--- config.mk ---
export PLATFORM = sky130hd
export DESIGN_NAME = merge_pipe_sorter
export DESIGN_NICKNAME = d
export VERILOG_FILES = /design/src/rtl/merge_pkg.sv /design/src/rtl/cmp_exchange.sv /design/src/rtl/merge_pipe_sorter.sv
export SDC_FILE = /design/constraint.sdc
export NUM_CORES = 1
export LEC_CHECK = 0
export ABC_AREA = 1
export CAP_MARGIN = 20
export CORE_UTILIZATION = 50
export DETAILED_ROUTE_END_ITERATION = 12
export GPL_ROUTABILITY_DRIVEN = 0
export PLACE_DENSITY = 0.73
export SYNTH_ARGS = -nofsm -noshare
export SYNTH_HDL_FRONTEND = slang
export SYNTH_HIERARCHICAL = 1
export SYNTH_SLANG_ARGS = --single-unit
--- constraint.sdc ---
create_clock -name clk -period 1.8 [get_ports clk]
set_clock_uncertainty 0.1 [all_clocks]
set_input_delay 0.54 -clock clk [delete_from_list [all_inputs] [get_ports clk]]
set_output_delay 0.54 -clock clk [all_outputs]
set_load 0.01 [all_outputs]
--- src/rtl/merge_pkg.sv ---
// Shared constants for the merge sorter: pipeline depth and the Batcher
// odd-even merge compare-exchange tables for two ascending lists of n keys.
package merge_pkg;

    function automatic int unsigned stages_f(input int unsigned n);
        return 32'($clog2(2 * n));
    endfunction

    // Index distance between the two members of every pair in a layer.
    function automatic int unsigned cx_dist(input int unsigned n, input int unsigned layer);
        return n >> layer;
    endfunction

    function automatic int unsigned cx_pairs(input int unsigned n, input int unsigned layer);
        return (layer == 0) ? n : n - cx_dist(n, layer);
    endfunction

    // Lower index of pair p; the first layer pairs i with i+n, later layers
    // form groups of k pairs starting at k, 3k, 5k ...
    function automatic int unsigned cx_lo(input int unsigned n, input int unsigned layer,
                                          input int unsigned p);
        int unsigned k;
        k = cx_dist(n, layer);
        if (layer == 0) begin
            return p;
        end
        return k + 2 * k * (p / k) + (p % k);
    endfunction

    function automatic bit cx_used(input int unsigned n, input int unsigned layer,
                                   input int unsigned idx);
        bit used;
        used = 1'b0;
        for (int unsigned p = 0; p < cx_pairs(n, layer); p++) begin
            if (cx_lo(n, layer, p) == idx || cx_lo(n, layer, p) + cx_dist(n, layer) == idx) begin
                used = 1'b1;
            end
        end
        return used;
    endfunction

endpackage

--- src/rtl/cmp_exchange.sv ---
// Combinational compare-exchange: min to the lower index, max to the higher;
// equal keys pass straight through.
module cmp_exchange #(
    parameter int unsigned WIDTH = 3
) (
    input  logic [WIDTH-1:0] a_i,
    input  logic [WIDTH-1:0] b_i,
    output logic [WIDTH-1:0] lo_o,
    output logic [WIDTH-1:0] hi_o
);
    always_comb begin
        lo_o = a_i;
        hi_o = b_i;
        if (b_i < a_i) begin
            lo_o = b_i;
            hi_o = a_i;
        end
    end
endmodule

--- src/rtl/merge_pipe_sorter.sv ---
// Pipelined Batcher odd-even merger of two ascending key lists, one comparator
// layer per registered stage, with load staging and a global-stall handshake.
module merge_pipe_sorter
    import merge_pkg::*;
#(
    parameter int unsigned WIDTH  = 3,
    parameter int unsigned N      = 4,
    parameter int unsigned STAGES = stages_f(N)
) (
    input  logic                   clk,
    input  logic                   rst,
    input  logic [1:0]             load,
    input  logic [2*N*WIDTH-1:0]   inba,
    input  logic                   descend,
    output logic                   in_ready,
    output logic [2*N*WIDTH-1:0]   c,
    output logic                   out_valid,
    input  logic                   out_ready,
    output logic                   ovf
);
    localparam int unsigned M  = 2 * N;
    localparam int unsigned LW = N * WIDTH;
    localparam int unsigned DW = M * WIDTH;

    logic [LW-1:0]     a_q, a_d, b_q, b_d;
    logic [1:0]        full_q, full_d;
    logic              ovf_q, ovf_d;
    logic [1:0]        accept;
    logic              adv, issue;

    logic [STAGES-1:0] valid_q;
    logic [STAGES-2:0] desc_q;
    logic [DW-1:0]     stg_q   [STAGES];
    logic [DW-1:0]     stg_d   [STAGES];
    logic [DW-1:0]     lay_out [STAGES];
    logic [DW-1:0]     rev;

    assign out_valid = valid_q[STAGES-1];
    assign c         = stg_q[STAGES-1];
    assign ovf       = ovf_q;
    assign in_ready  = !(&full_q) | issue;

    // Staging: a half accepts a load when empty or being drained by this issue.
    always_comb begin
        adv    = !out_valid | out_ready;
        issue  = full_q[0] & full_q[1] & adv;
        accept = load & ~(full_q & ~{2{issue}});
        full_d = (full_q & ~{2{issue}}) | accept;
        ovf_d  = ovf_q | (|(load & ~accept));
        a_d    = accept[0] ? inba[LW-1:0]  : a_q;
        b_d    = accept[1] ? inba[DW-1:LW] : b_q;
    end

    always_ff @(posedge clk or negedge rst) begin
        if (!rst) begin
            a_q    <= '0;
            b_q    <= '0;
            full_q <= '0;
            ovf_q  <= 1'b0;
        end else begin
            a_q    <= a_d;
            b_q    <= b_d;
            full_q <= full_d;
            ovf_q  <= ovf_d;
        end
    end

    for (genvar l = 0; l < STAGES; l++) begin : g_layer
        logic [DW-1:0] lay_i;
        logic [DW-1:0] lay_o;

        if (l == 0) begin : g_src_stage
            assign lay_i = {b_q, a_q};
        end else begin : g_src_reg
            assign lay_i = stg_q[l-1];
        end

        for (genvar p = 0; p < N; p++) begin : g_pair
            if (p < cx_pairs(N, l)) begin : g_cx
                localparam int unsigned LO = cx_lo(N, l, p);
                localparam int unsigned HI = LO + cx_dist(N, l);
                cmp_exchange #(.WIDTH(WIDTH)) u_cx (
                    .a_i  (lay_i[LO*WIDTH +: WIDTH]),
                    .b_i  (lay_i[HI*WIDTH +: WIDTH]),
                    .lo_o (lay_o[LO*WIDTH +: WIDTH]),
                    .hi_o (lay_o[HI*WIDTH +: WIDTH])
                );
            end
        end

        for (genvar e = 0; e < M; e++) begin : g_pass
            if (!cx_used(N, l, e)) begin : g_wire
                assign lay_o[e*WIDTH +: WIDTH] = lay_i[e*WIDTH +: WIDTH];
            end
        end

        assign lay_out[l] = lay_o;
    end

    // Descending order is an element-wise reversal folded into the last register.
    always_comb begin
        rev = '0;
        for (int unsigned e = 0; e < M; e++) begin
            rev[e*WIDTH +: WIDTH] = lay_out[STAGES-1][(M-1-e)*WIDTH +: WIDTH];
        end
        for (int unsigned l = 0; l < STAGES; l++) begin
            stg_d[l] = lay_out[l];
        end
        if (desc_q[STAGES-2]) begin
            stg_d[STAGES-1] = rev;
        end
    end

    always_ff @(posedge clk or negedge rst) begin
        if (!rst) begin
            valid_q <= '0;
            desc_q  <= '0;
            for (int unsigned l = 0; l < STAGES; l++) begin
                stg_q[l] <= '0;
            end
        end else if (adv) begin
            valid_q <= STAGES'({valid_q, issue});
            desc_q  <= (STAGES-1)'({desc_q, descend});
            for (int unsigned l = 0; l < STAGES; l++) begin
                stg_q[l] <= stg_d[l];
            end
        end
    end

endmodule

# ---- After elaboration in Yosys (flattened, before gate mapping)
# Index checks and enable logic that the tools add are counted.
dict set report word_totals {
  ff_bits 104
  in_bits 30
  out_inout_bits 27
  word_cells 53
}
dict set report op_classes {
  order_cmp 9
  muxes 19
  n_bitwise 12
  reduce_logical 4
}
# op count
set ops {}
lappend ops {{$mux W3} 18}
lappend ops {{$lt A3 B3 Y1} 9}
lappend ops {{$mux W24} 1}
lappend ops {{$and A2 B2 Y2} 3}
lappend ops {{$not A2 Y2} 3}
lappend ops {{$or A1 B1 Y1} 3}
lappend ops {{$and A1 B1 Y1} 2}
lappend ops {{$logic_not A1 Y1} 2}
lappend ops {{$or A2 B2 Y2} 1}
lappend ops {{$reduce_and A2 Y1} 1}
lappend ops {{$reduce_or A2 Y1} 1}

# ---- Longest topological paths before layout
dict set report logic_depth {
  word_depth 11
  mapped_depth 10
  ltp_nobuf 10
}

# ---- By module
# The synthesis kept the hierarchy.
# module n_inst cells_each area_each_um2 seq_area_each_um2
set by_module_without_submodules {}
lappend by_module_without_submodules {merge_pipe_sorter 1 466 4229.1 2602.5}
lappend by_module_without_submodules {cmp_exchange 9 28 162.7 0.0}

# ---- Least setup slack after synthesis
# Ideal clock, no wire load.
dict set report synth_path {
  path_kind {input-to-output}
  from {in out_ready}
  to {out in_ready}
  arrival_time_ns 1.050
  required_ns 1.160
  slack_ns 0.110
  path_stages 3
  n_path_buf 1
  path_cell_list {inv_2 -> clkbuf_1 -> nand3_1}
}
dict set report synth_between {
  elab_chain_cells 3
}
# element line
set synth_rtl {}
lappend synth_rtl {{start, declared} merge_pipe_sorter.sv:18} ;# input logic out_ready,
lappend synth_rtl {{$or A1 B1 Y1} merge_pipe_sorter.sv:45} ;# adv = !out_valid | out_ready;
lappend synth_rtl {{$and A1 B1 Y1} merge_pipe_sorter.sv:46} ;# issue = full_q[0] & full_q[1] & adv;
lappend synth_rtl {{$or A1 B1 Y1} merge_pipe_sorter.sv:41} ;# assign in_ready = !(&full_q) | issue;
lappend synth_rtl {{end, declared} merge_pipe_sorter.sv:15} ;# output logic in_ready,
# Every way passes these cells.

# ---- Final worst setup path
dict set report layout_path {
  from {reg full_q[0]}
  to {out in_ready}
}
dict set report layout_between {
  elab_chain_cells 3
  word_cells_on_any_way 5
}
# element line
set layout_rtl {}
lappend layout_rtl {{start, declared} merge_pipe_sorter.sv:26} ;# logic [1:0] full_q, full_d;
lappend layout_rtl {{start signal, assigned} merge_pipe_sorter.sv:63} ;# full_q <= full_d;
lappend layout_rtl {{$and A1 B1 Y1 / $reduce_and A2 Y1 (equally long branches)} {merge_pipe_sorter.sv:46, merge_pipe_sorter.sv:41}}
lappend layout_rtl {{$and A1 B1 Y1 / $logic_not A1 Y1 (equally long branches)} {merge_pipe_sorter.sv:46, merge_pipe_sorter.sv:41}}
lappend layout_rtl {{$or A1 B1 Y1 (*)} merge_pipe_sorter.sv:41}
# Every way passes the cells marked *; elsewhere a longest branch is shown, timed or not.

==> summary.json <==
{
  "core-area_um2": 11000,
  "post_route_standard_cell_area_excluding_fillers_um2": 6810,
  "worst_skew_pair.late_latency_ps": 340,
  "detail_route.wirelength_mm": 11.5,
  "crit_arrival_ps": 1080,
  "timing.fmax_mhz": 581,
  "placed_cells": 904,
  "areaGrowthSynthToFinish_pct": 19.7,
  "worst_path_largest_cell_delay_ps": 380,
  "length_in_cells_of_the_worst_reg_to_reg_path": 9,
  "timing.slew.headroom_pct": 68.4,
  "die_height_um": 109,
  "worstReg2RegEnd": "c[6]$_DFFE_PN0P_",
  "synth_seq_area_share_pct": 45.7,
  "pre_antenna_drt_iters": 7,
  "cp.required_ps": 1160,
  "status": "complete, no violations",
  "final.fill_count": 970,
  "layout.area.seq_um2": 2600,
  "cts_tree": "built",
  "global_route.usage.total_pct": 21.2,
  "floorplan.io_pins": 57,
  "worst_min_path_class": "in -> async",
  "grt_pass1_vias": 4460,
  "dpl.hpwl_mm": 8.71,
  "clock_buffer_count_from_cts": 9,
  "timing.final.ws_setup_ps": 77.9,
  "die_extent_in_x_um": 109,
  "worst-r2r-setup-slack_ps": 130,
  "clock_tree.buffer_depth": 2,
  "total_number_of_placement_rows": 38,
  "worst_ir_drop_vdd_mv": 0.894,
  "powerDensity_nw_per_um2": 1910,
  "layoutNonFillerInstCount": 927,
  "post_synth_num_cell_types": 19,
  "layout_worst_path_cycle_share_pct": 95.7,
  "area_used_by_multi_input_combinational_logic_um2": 2650,
  "setup-violations-final": 0,
  "starting_density_of_the_core_pct": 51.8,
  "worstPathCellList": "nand2_1, inv_4, nand3_1, buf_2",
  "post_synth_instance_area_um2": 5690,
  "grt_first_pass_wirelength_mm": 19.7,
  "gr-total-overflow": 0,
  "clock_root_buffer": "clkbuf_16",
  "utilization_pct": 62.0,
  "grt_max_degree": 64,
  "initialDrtViolationCount": 246,
  "critical-path-slowest-cell": "dfrtp_1",
  "place.port_buffers": 56,
  "synth_instances": 718,
  "dpl_cell_area_um2": 6490,
  "h_tree_lvl_count": 3,
  "post_drt_wl_per_cell_um": 12.4,
  "count_of_pins_over_their_slew_limit": 0,
  "die-area_um2": 11800,
  "cp_num_buf_inv": 2,
  "mapped_nets": 784,
  "drc_errors": 0,
  "fin_total_pwr_mw": 13.0,
  "ys.warnings.count": 6,
  "timing.critical_path.max_delay_family": "flip-flops",
  "design.final.nets": 848,
  "clkTransAtPathRegs_ps": 70,
  "drt.antenna.violating_nets": 0,
  "ctsHoldBuffers": 0,
  "p_leak_nw": 3.62,
  "grt_setup_unrepaired": "no",
  "pre_cts_slack_ps": -515,
  "critical_path.startpoint_type": "flop",
  "finalHoldViolCount": 0,
  "grt_antenna_before_repair": 0,
  "worst_setup_path_end_kind": "output port",
  "dr_total_vias": 4764,
  "layout-drive-gt1-share_pct": 11.9,
  "crit-reg2reg-launch": "g_layer[2].lay_i[8]$_DFFE_PN0P_",
  "drt-vias-per-instance": 5.14,
  "postSynthAreaPerCell_um2": 7.93,
  "diodes": 0,
  "clock_sink_count": 104,
  "crit_fanout": 2,
  "maxCapViolCount": 0,
  "worst-slew-pin-transition_ps": 474,
  "postSynthRegisterBits": 104,
  "finalWorstPathRequiredPeriod_ps": 1720,
  "criticalPathCategory": "reg -> out"
}
==> cells by family after synthesis <==
| logic type | Yosys count | share of synthesized area, % |
|---|---|---|
| DFF | 104 | 45.7 |
| adders and majority gates | 36 | 7.91 |
| buffers and inverters | 110 | 8.31 |
| and+or+nand+nor | 413 | 30.9 |
| AOI/OAI and AO/OA | 55 | 7.14 |
==> metal layers <==
layer	GRT usage (%)	vias up	share of wire, %
met5	0	-	0
met4	8.78	0	3.1
met3	4.00	24	4.1
met2	37.0	140	48
met1	25.8	2207	44
li1	-	2393	-
==> worst max-delay path by stage <==
stage / startpoint / endpoint / slack [ps] / cells after the start
final: full_q[0]$_DFF_PN0_ / in_ready / 80 / 4
after global routing: full_q[0]$_DFF_PN0_ / in_ready / 6 / 4
after CTS: full_q[0]$_DFF_PN0_ / in_ready / 10 / 4
after detailed placement: out_ready / in_ready / -520 / 4
after global placement: out_ready / in_ready / -490 / 4
after floorplan: out_ready / in_ready / 110 / 3
==> synthesized netlist by cell type <==
| cell type | number | share of area [%] |
|---|---|---|
| a21oi_4 | 9 | 2.6 |
| a31oi_1 | 24 | 2.6 |
| nand2_4 | 6 | 1.2 |
| nand2_1 | 252 | 17 |
| a21oi_1 | 10 | 0.88 |
| nand2_2 | 18 | 2.0 |
| inv_2 | 11 | 0.73 |
| clkbuf_1 | 8 | 0.53 |
| buf_2 | 18 | 1.6 |
| o21ai_1 | 4 | 0.35 |
| nand3_1 | 93 | 8.2 |
| o21ai_0 | 8 | 0.70 |
| nand3b_1 | 1 | 0.13 |
| inv_1 | 67 | 4.4 |
| clkinv_1 | 1 | 0.066 |
| dfrtp_1 | 104 | 46 |
| buf_6 | 5 | 0.99 |
| nor2_1 | 43 | 2.8 |
| ha_1 | 36 | 7.9 |
==> layout by cell type, fill, tap and decap left out, types with 9 or more instances in the layout <==
cell type        synthesis  final
a21oi_1                 10     10
a21oi_4                  9      9
a31oi_1                 24     24
buf_4                    0     22
clkbuf_16                0      9
clkdlybuf4s50_1          0     27
dfrtp_1                104    104
dlygate4sd2_1            0     27
ha_1                    36     34
inv_1                   67     67
inv_2                   11     11
nand2_1                252    252
nand2_2                 18     18
nand3_1                 93     93
nor2_1                  43     42
==> worst register-to-register path, cell delays in order (launching register included) <==
cell	delay (ps)
dfrtp_1	430
inv_1	100
ha_4	280
inv_2	40
a21oi_4	180
nand2_2	100
nand2_1	70
nand2_1	80
nand2_1	80
a31oi_1	80
==> sequential cells by signal, indices dropped and copies added, names as in the netlist <==
name,flops
a_q,12
b_q,12
c,24
desc_q,2
full_q,2
g_layer.lay_i,48
ovf,1
valid_q,3
==> power by group <==
group / total (mW) / switching [mW] / internal, mW
sequential: 4.34 / 0.886 / 3.46
combinational: 6.92 / 4.16 / 2.76
clock: 1.78 / 0.813 / 0.964
==> metrics by stage <==
step	TNS, ps	hold slack, ps
after floorplan	0	144
after global placement	-29620	340
after detailed placement	-32470	340
after CTS	0	64.9
after global routing	0	80.6
final	0	48.7
==> cell type report <==
type | count | area share [%]
multi-input combinational | 504 | 38.8
tap | 140 | 2.57
inverter | 79 | 4.39
sequential | 104 | 38.2
clock buffer | 10 | 3.51
clock inverter | 6 | 0.514
timing repair buffer | 84 | 12.0
==> what timing repair did <==
action,CTS,global route
setup endpoints to repair,51,10
pin swaps,0,5
cloned,0,0
setup buffers,0,7
resized for setup,32,4
Note: power is estimated with default switching activity, not from simulation.
